<file path="src/rtl/clk_div_pkg.sv">
// clk_div_bank shared types: output mode encodings and reset limit helper.
package clk_div_pkg;

    typedef enum logic {
        MODE_SQUARE = 1'b0,
        MODE_PULSE  = 1'b1
    } mode_e;

    // Half-period in clkin cycles for a requested output frequency
    function automatic longint def_lim(longint sys_freq, longint def_freq);
        if (def_freq == 0)
            return 1;
        return sys_freq / 2 / def_freq;
    endfunction

endpackage

</file>
<file path="src/rtl/clk_div_bank_if.sv">
// Configuration write / limit readback bus of clk_div_bank.
interface clk_div_bank_if #(
    parameter int CNT_W = 32
);
    logic             wr_en;
    logic [3:0]       wr_ch;
    logic [CNT_W-1:0] wr_lim;
    logic             wr_mode;
    logic [3:0]       rd_ch;
    logic [CNT_W-1:0] rd_lim;

    modport master (
        output wr_en, wr_ch, wr_lim, wr_mode, rd_ch,
        input  rd_lim
    );

    modport slave (
        input  wr_en, wr_ch, wr_lim, wr_mode, rd_ch,
        output rd_lim
    );
endinterface

</file>
<file path="src/rtl/clk_div_ch.sv">
// One divider channel: limit/mode registers, counter, clkout and tick.
module clk_div_ch
    import clk_div_pkg::*;
#(
    parameter int               CNT_W   = 32,
    parameter logic [CNT_W-1:0] RST_LIM = '0
) (
    input  logic             clkin,
    input  logic             rst,
    input  logic             active,
    input  logic             wr,
    input  logic [CNT_W-1:0] wr_lim,
    input  mode_e            wr_mode,
    output logic [CNT_W-1:0] lim,
    output logic             clkout,
    output logic             tick
);

    mode_e            mode;
    logic [CNT_W-1:0] cnt;
    logic [CNT_W-1:0] eff_lim;
    logic [CNT_W:0]   cnt_inc;
    logic             term;

    // A zero limit behaves like 1 so the channel never stalls
    assign eff_lim = (lim == '0) ? CNT_W'(1) : lim;
    assign cnt_inc = {1'b0, cnt} + (CNT_W+1)'(1);
    assign term    = active && (cnt_inc >= {1'b0, eff_lim});

    always_ff @(posedge clkin or posedge rst) begin
        if (rst) begin
            lim    <= RST_LIM;
            mode   <= MODE_SQUARE;
            cnt    <= '0;
            clkout <= 1'b0;
            tick   <= 1'b0;
        end else if (wr) begin
            lim    <= wr_lim;
            mode   <= wr_mode;
            cnt    <= '0;
            clkout <= 1'b0;
            tick   <= 1'b0;
        end else begin
            tick <= term;
            if (active)
                cnt <= term ? '0 : cnt_inc[CNT_W-1:0];
            if (mode == MODE_PULSE)
                clkout <= term;
            else if (term)
                clkout <= ~clkout;
        end
    end

endmodule

</file>
<file path="src/rtl/clk_div_bank.sv">
// Bank of NCH programmable clock dividers with write decode and limit readback.
module clk_div_bank
    import clk_div_pkg::*;
#(
    parameter int NCH      = 4,
    parameter int CNT_W    = 32,
    parameter int SYS_FREQ = 50000000,
    parameter int DEF_FREQ = 1000
) (
    input  logic           clkin,
    input  logic           rst,
    input  logic           clken,
    input  logic [NCH-1:0] ch_en,
    clk_div_bank_if.slave  cfg,
    output logic [NCH-1:0] clkout,
    output logic [NCH-1:0] tick
);

    localparam logic [CNT_W-1:0] DEF_LIM =
        CNT_W'(def_lim(SYS_FREQ, DEF_FREQ));

    logic [CNT_W-1:0] lim [NCH];
    logic [NCH-1:0]   wr_sel;
    logic [CNT_W-1:0] rd_nxt;

    // Out-of-range channels never match, so such writes and reads fall through
    always_comb begin
        wr_sel = '0;
        rd_nxt = '0;
        for (int c = 0; c < NCH; c++) begin
            if (cfg.wr_en && cfg.wr_ch == 4'(c))
                wr_sel[c] = 1'b1;
            if (cfg.rd_ch == 4'(c))
                rd_nxt = wr_sel[c] ? cfg.wr_lim : lim[c];
        end
    end

    always_ff @(posedge clkin or posedge rst) begin
        if (rst)
            cfg.rd_lim <= '0;
        else
            cfg.rd_lim <= rd_nxt;
    end

    for (genvar g = 0; g < NCH; g++) begin : g_ch
        clk_div_ch #(
            .CNT_W   (CNT_W),
            .RST_LIM (DEF_LIM)
        ) u_ch (
            .clkin   (clkin),
            .rst     (rst),
            .active  (clken & ch_en[g]),
            .wr      (wr_sel[g]),
            .wr_lim  (cfg.wr_lim),
            .wr_mode (mode_e'(cfg.wr_mode)),
            .lim     (lim[g]),
            .clkout  (clkout[g]),
            .tick    (tick[g])
        );
    end

endmodule

</file>
<file path="src/flat_wrapper.sv">
// flat-port wrapper written by rule: the top's interface ports become plain ports
module clk_div_bank_flat import clk_div_pkg::*;
#(
    parameter int NCH      = 4,
    parameter int CNT_W    = 32,
    parameter int SYS_FREQ = 50000000,
    parameter int DEF_FREQ = 1000
)
  (clkin, rst, clken, ch_en, clkout, tick, cfg_wr_en, cfg_wr_ch, cfg_wr_lim, cfg_wr_mode, cfg_rd_ch, cfg_rd_lim);
  clk_div_bank_if #(.CNT_W(CNT_W)) cfg_i ();
  input  logic clkin;
  input  logic rst;
  input  logic clken;
  input  logic [NCH-1:0] ch_en;
  output logic [NCH-1:0] clkout;
  output logic [NCH-1:0] tick;
  input wire logic [$bits(cfg_i.wr_en)-1:0] cfg_wr_en;
  input wire logic [$bits(cfg_i.wr_ch)-1:0] cfg_wr_ch;
  input wire logic [$bits(cfg_i.wr_lim)-1:0] cfg_wr_lim;
  input wire logic [$bits(cfg_i.wr_mode)-1:0] cfg_wr_mode;
  input wire logic [$bits(cfg_i.rd_ch)-1:0] cfg_rd_ch;
  output wire logic [$bits(cfg_i.rd_lim)-1:0] cfg_rd_lim;
  assign cfg_i.wr_en = cfg_wr_en;
  assign cfg_i.wr_ch = cfg_wr_ch;
  assign cfg_i.wr_lim = cfg_wr_lim;
  assign cfg_i.wr_mode = cfg_wr_mode;
  assign cfg_i.rd_ch = cfg_rd_ch;
  assign cfg_rd_lim = cfg_i.rd_lim;
  clk_div_bank #(.NCH(NCH), .CNT_W(CNT_W), .SYS_FREQ(SYS_FREQ), .DEF_FREQ(DEF_FREQ)) u_core (.clkin(clkin), .rst(rst), .clken(clken), .ch_en(ch_en), .cfg(cfg_i), .clkout(clkout), .tick(tick));
endmodule
</file>
<file path="config.mk">
export PLATFORM = sky130hd
export DESIGN_NAME = clk_div_bank_flat
export DESIGN_NICKNAME = d
export VERILOG_FILES = /design/src/rtl/clk_div_pkg.sv /design/src/rtl/clk_div_bank_if.sv /design/src/rtl/clk_div_ch.sv /design/src/rtl/clk_div_bank.sv /design/src/flat_wrapper.sv
export SDC_FILE = /design/constraint.sdc
export NUM_CORES = 1
export LEC_CHECK = 0
export ABC_AREA = 1
export CELL_PAD_IN_SITES_DETAIL_PLACEMENT = 0
export CELL_PAD_IN_SITES_GLOBAL_PLACEMENT = 2
export CORE_ASPECT_RATIO = 0.75
export CORE_MARGIN = 2
export CORE_UTILIZATION = 36
export DETAILED_ROUTE_END_ITERATION = 8
export GPL_TIMING_DRIVEN = 0
export PLACE_DENSITY = 0.86
export SYNTH_ARGS = -nofsm -noshare
export SYNTH_HDL_FRONTEND = slang
export SYNTH_SLANG_ARGS = --single-unit
</file>
<file path="constraint.sdc">
create_clock -name clkin -period 14.7 [get_ports clkin]
set_input_delay 2.94 -clock clkin [delete_from_list [all_inputs] [get_ports clkin]]
set_output_delay 2.94 -clock clkin [all_outputs]
set_load 0.05 [all_outputs]
</file>
==> metrics, run 1 <==
RSZ-0062 raised after global routing no; Hold Path Origin u_core.g_ch[1].u_ch.cnt[8]; Initial Utilization 36.39%; detailed-route via count around 18000; slowest cell delay on critical path 0.56 ns; die extent in x ~270 um; first-pass GRT wire length 104500 um; Design Area, Final 22410 sq um; dpl cells ~3400; Slew @ Worst Pin 0.9531 ns; pre-CTS WS a little under 9 ns; core area 52880 sq um; TritonCTS clock tree done; Clock transition at path regs 0.06 ns; number of global-route vias before repair 17310; WL/cell approximately 20 um; cells after synthesis roughly 2600; PortBufs 88; placed cell area 21080 sq um; Final Max Slew Viols 0; EDFF count, synth 0; min Tclk post-route roughly 5.3 ns; layout cell share with drive strength beyond 1 between 5 and 6%; Critical Path RT between 15 and 20 ns; Final Hold Viols 0; CP max stage cell nand3_1; simple-gate share of the synthesized area 29.05%; DPL Wire Length 53980 um; synthesized cell area 19240 sq um; Die ar. 55340 sq um; arrival time at the worst endpoint 5.78 ns; MaxCap Viol Count 0; setup repair bufs after CTS 0; Worst Setup Slack, final between 9 and 10 ns; final setup violation count 0; cell at the root of the clock tree clkbuf_16; crit path cell chain clkdlybuf4s50_1 -> nor2_1 -> nand3_1 -> clkbuf_1 -> clkbuf_1 -> a21oi_1 -> nand2_1 -> o2111ai_1; Peak Freq between 150 and 200 MHz; CP max FO 10; Worst path most repeated cell clkbuf_1; clock latency at the later pin of the worst-skew pair 0.57 ns; Synth cell types 46; CP Launch Point cfg_wr_ch[3]; Area Growth Syn to Fin 16.44%; Resize count post-CTS 0; CP Launch Type primary input; Post-Layout Cell Count 3473; Die Ht 204.2 um; initial antenna violation count 1; H-tree depth 2; final net count 2913; Remaining DRCs 0; worst r2r src u_core.g_ch[2].u_ch.cnt[0]; Seq cells post-synth 300; Cell Rows 73; Ant. Diodes 0; largest net degree at the start of global routing 114; # IOs 89; drt pass-1 iters 5; routability congestion estimate slightly above 0.9; GR Overflow Total 0; post-synthesis xor/xnor area fraction 4.779%; Leakage 11.20 nW; Total GRT Usage approximately a quarter; ys async rst share 100.0%; status completed; clk sinks 300; Adder-Cell Fraction of Synth Area 8.583%; Crit Path Class in -> reg; routed vias/inst 5.200; Initial DRC Count 1733; most used flip-flop cell after synthesis dfrtp_1; compound-gate portion of the synthesized area 9.097%; warnings from Yosys 0; CTS Hold Bufs 0; Worst VDD drop 0.00007647 V; mux share of post-synthesis cell area 0%; post-layout util 42.37%; Max transition margin 35.97%; syn avg cell area ~7.4 sq um; class of the worst hold path reg -> reg; Mapped Nets 2784; clock buffer depth 3; Total Wirelength 68110 um; critical path capture point type register; period utilization 36.07%; post-route ant nets 0; P per Cell Area 115.7 nW/um^2; CTS Buf Count 37; Worst Skew 0.02021 ns; main combinational cell family by area after synthesis simple AND/OR/NAND/NOR gates; register area share after synthesis 39.17%
[worst max-delay path, delay by kind of cell]
kind                   cells  cell delay, ns
AND/OR/NAND/NOR            3            0.91
AO/OA/AOI/OAI              2            0.65
buffers and inverters      3            1.27
[placed cells by master (no fill, tap or decap), drive strengths merged, types with 76 or more instances in the layout]
cell type	count
clkbuf	111
clkdlybuf4s50	88
dfrtp	276
ha	132
inv	372
nand2	822
nand4	119
nor2	215
o21ai	187
xor2	76
[power by group]
group	leakage, nW	switching (mW)	total [mW]	internal (mW)
Combinational	6.69	0.356	0.533	0.177
Sequential	3.87	0.111	1.05	0.935
Clock	0.636	0.402	1.01	0.610
Total	11.2	0.869	2.59	1.72
[per-stage QoR]
stage	setup TNS, ns	hold slack [ns]	total power, mW
global route	0	0.5316	2.731
CTS	0	0.5096	2.602
floorplan	0	0.4644	1.366
detailed placement	0	0.4927	1.580
finish	0	0.5087	2.591
global placement	-256.16	0.4899	1.564
[cells in the mapped netlist, drive strengths merged (2+ instances only)]
| cell | count | area [sq um] |
|---|---|---|
| o21a | 7 | 52.55 |
| nor3 | 40 | 221.5 |
| o21bai | 5 | 37.54 |
| ha | 132 | 1652 |
| a21o | 9 | 67.56 |
| buf | 26 | 168.9 |
| xor2 | 76 | 665.6 |
| xnor2 | 29 | 254.0 |
| o2111ai | 32 | 280.3 |
| o21ai | 187 | 1007 |
| nand4 | 119 | 759.5 |
| nor2 | 215 | 867.1 |
| dfstp | 24 | 630.6 |
| a21oi | 57 | 289.0 |
| nand2 | 822 | 3100 |
| and2 | 5 | 31.28 |
| nor3b | 2 | 15.01 |
| nor4 | 39 | 250.2 |
| dfrtp | 276 | 6907 |
| or2 | 3 | 18.77 |
| inv | 371 | 1393 |
| clkbuf | 61 | 229.0 |
| nand3 | 60 | 305.3 |
[logic make-up after synthesis]
logic type / after synthesis
buf+inv: 459
flops: 300
compound gates: 299
fa+ha+maj: 132
simple gates: 1308
xor+xnor: 105
[routing by layer]
layer,global-route usage (%),vias up,wire [um]
met5,0,-,0
met4,6.235,0,1518
met3,6.520,88,6254
met2,32.37,614,25350
met1,39.53,8687,34990
li1,-,8671,-
[registers in the layout (all words and copies together) (netlist names)]
signal,count
u_core.g_ch.u_ch.clkout,4
u_core.g_ch.u_ch.cnt,128
u_core.cfg.rd_lim,32
u_core.g_ch.u_ch.tick,4
u_core.g_ch.u_ch.lim,128
u_core.g_ch.u_ch.mode,4
[cell type report]
cell class,count,area (sq um)
inverter,372,1404
multi-input combinational,1844,9911
clock inverter,18,241.5
clock buffer,50,1087
tap,712,890.9
timing repair buffer,90,935.9
fill,5471,30480
buffer,87,397.9
sequential,300,7537
[path summary, 6_finish.rpt]
kind / end / slack (ns) / depth (start not counted)
hold / removal: u_core.g_ch[1].u_ch.cnt[8] / 0.51 / 2
max in group asynchronous: u_core.g_ch[3].u_ch.lim[24] / 10.78 / 3
min in group asynchronous: u_core.g_ch[1].u_ch.cnt[26] / 2.88 / 2
setup / recovery: u_core.cfg.rd_lim[8] / 9.40 / 8
hold reg to reg: u_core.g_ch[1].u_ch.cnt[8] / 0.51 / 2
setup reg to reg: u_core.g_ch[2].u_ch.cnt[16] / 10.81 / 18
Power figures use the tool's default switching activity.
==> run 2: changes to the inputs <==
==> constraint.sdc (replaced) <==
create_clock -name clkin -period 5.3 [get_ports clkin]
set_input_delay 1.06 -clock clkin [delete_from_list [all_inputs] [get_ports clkin]]
set_output_delay 1.06 -clock clkin [all_outputs]
set_load 0.05 [all_outputs]
==> run 2 against run 1 <==
  * Final cell count grew 0.14%
  * Via count grew 0.14%
  * Clock skew grew 0.0015 ns
  * Largest power group unchanged
==> metrics, run 2 (synthesis gave the netlist of run 1 again) <==
routability congestion estimate 0.9125 (about the same); Peak Freq 249.9 MHz; drt pass-1 iters 7 (+2); CP Launch Type register; clock latency at the later pin of the worst-skew pair 0.57 ns (about the same); CP max stage cell dfrtp_1; # IOs 89 (unchanged); Remaining DRCs 0 (unchanged); Largest regs u_core.g_ch.u_ch.cnt x128, u_core.g_ch.u_ch.lim x128, u_core.cfg.rd_lim x32; Worst path most repeated cell nand2_1; routed vias/inst 5.200 (about the same); commonest non-fill, non-tap cell in the layout nand2_1; Total GRT Usage 24.84% (-0.036 points); Die ar. 55340 sq um (unchanged); Slew @ Worst Pin 0.9322 ns (-0.02090 ns); Worst Skew 0.02171 ns (+0.001492 ns); initial antenna violation count 0 (-1); cell at the root of the clock tree clkbuf_16; Total Wirelength 68290 um (+0.26%); H-tree depth 2 (unchanged); Final Max Slew Viols 0 (unchanged); largest net degree at the start of global routing 40 (-65%); Initial Utilization 36.39% (unchanged); Max transition margin 37.37% (+1.4 points); Die Ht 204.2 um (unchanged); Initial DRC Count 1548 (-11%); Leakage 11.26 nW (+0.57%); GR Overflow Total 0 (unchanged); Crit Path Class reg -> reg; first-pass GRT wire length 104700 um (+0.26%); period utilization 75.51%; status completed; layout cell share with drive strength beyond 1 6.038% (+0.24 points); Clock transition at path regs 0.06 ns (about the same); TritonCTS clock tree done; Worst VDD drop 0.0001798 V (+140%); commonest non-fill, non-tap cells in the layout nand2_1 (818), inv_1 (369), dfrtp_1 (276), nor2_1 (201), o21ai_0 (158); setup repair bufs after CTS 0 (unchanged); clock buffer depth 3 (unchanged); WL/cell 19.63 um (+0.12%); final setup TNS 0 ns (unchanged); Ant. Diodes 0 (unchanged); slowest cell delay on critical path 0.46 ns (-0.10 ns); final net count 2919 (+0.21%); Critical Path RT 5.80 ns (-9.38 ns); min Tclk post-route 4.002 ns; DPL Wire Length 54710 um (+1.3%); class of the worst hold path reg -> reg; MaxCap Viol Count 0 (unchanged); arrival time at the worst endpoint 4.50 ns (-1.28 ns); CP max FO 10 (unchanged); critical path capture point type register; clk sinks 300 (unchanged); P per Cell Area 319.5 nW/um^2 (+180%); Final Hold Viols 0 (unchanged); CTS Hold Bufs 0 (unchanged); post-route ant nets 0 (unchanged); crit path cell chain ha_1 -> nand2_1 -> nor2_1 -> nand3_1 -> nor2_1 -> nand3_1 -> xor2_1 -> ha_1 -> nand2_1 -> inv_1 -> o21ai_0 -> nand2_1 -> a21oi_1 -> nand2_1 -> nor2_1 -> clkbuf_1 -> nand4_1 -> nand2_1; post-layout util 42.57% (+0.20 points); CTS Buf Count 36 (-2.7%); Resize count post-CTS 0 (unchanged); PortBufs 88 (unchanged); Area Growth Syn to Fin 16.98%; RSZ-0062 raised after global routing no; die extent in x 271.0 um (unchanged); number of global-route vias before repair 17220 (-0.51%); final setup violation count 0 (unchanged); Cell Rows 73 (unchanged); detailed-route via count 18090 (+0.14%); core area 52880 sq um (unchanged)
## run 2: metrics by stage
| stage | setup slack [ns] | std cells | total power [mW] | instance area [sq um] | hold slack (ns) |
|---|---|---|---|---|---|
| after floorplan | 0.2725 | 2603 | 3.790 | 19250 | 0.4644 |
| after CTS | 1.345 | 3478 | 7.224 | 22510 | 0.5077 |
| after global placement | -2.200 | 3403 | 4.339 | 21020 | 0.4889 |
| after global routing | 1.051 | 3478 | 7.569 | 22510 | 0.5363 |
| after detailed placement | 1.370 | 3412 | 4.396 | 21200 | 0.4916 |
| final | 1.298 | 3478 | 7.192 | 22510 | 0.5101 |
## run 2: per-layer routing
metal	track usage, %	routed length [um]
met1	39.47	34930
met2	32.31	25480
met3	6.461	6354
met4	5.979	1429
met5	1.579	85
## run 2: critical path: cells and delay by family (launching register included)
kind | cells | cell delay, ns
xor gates and xnor gates | 1 | 0.23
DFF | 1 | 0.46
AOI/OAI and AO/OA | 2 | 0.29
adders and majority gates | 2 | 0.50
and+or+nand+nor | 11 | 1.97
buffers and inverters | 2 | 0.48
## run 2: path summary, 6_finish.rpt
path | from | end | slack [ns] | cells after the start
max | u_core.g_ch[2].u_ch.cnt[0] | u_core.g_ch[2].u_ch.cnt[16] | 1.30 | 18
min | u_core.g_ch[2].u_ch.cnt[7] | u_core.g_ch[2].u_ch.cnt[7] | 0.51 | 2
max reg2reg | u_core.g_ch[2].u_ch.cnt[0] | u_core.g_ch[2].u_ch.cnt[16] | 1.30 | 18
min reg2reg | u_core.g_ch[2].u_ch.cnt[7] | u_core.g_ch[2].u_ch.cnt[7] | 0.51 | 2
max in group asynchronous | rst | u_core.g_ch[2].u_ch.cnt[3] | 2.87 | 7
min in group asynchronous | rst | u_core.g_ch[1].u_ch.cnt[23] | 0.92 | 2
## run 2: layout make-up
class | count | area (sq um)
fillers | 5425 | 30370
multi-input cells | 1844 | 9911
flip-flops and latches | 300 | 7537
inverters | 372 | 1400
repair buffers | 97 | 1061
clock buffers | 47 | 1044
well taps | 712 | 890.9
plain buffers | 87 | 397.9
clock inverters | 19 | 269.0
## run 2: power breakdown
part           total (mW)  switching [mW]  internal (mW)
Sequential           2.90           0.306           2.59
Combinational        1.49           0.988          0.498
Clock                2.81            1.11           1.69
Total                7.19            2.41           4.78
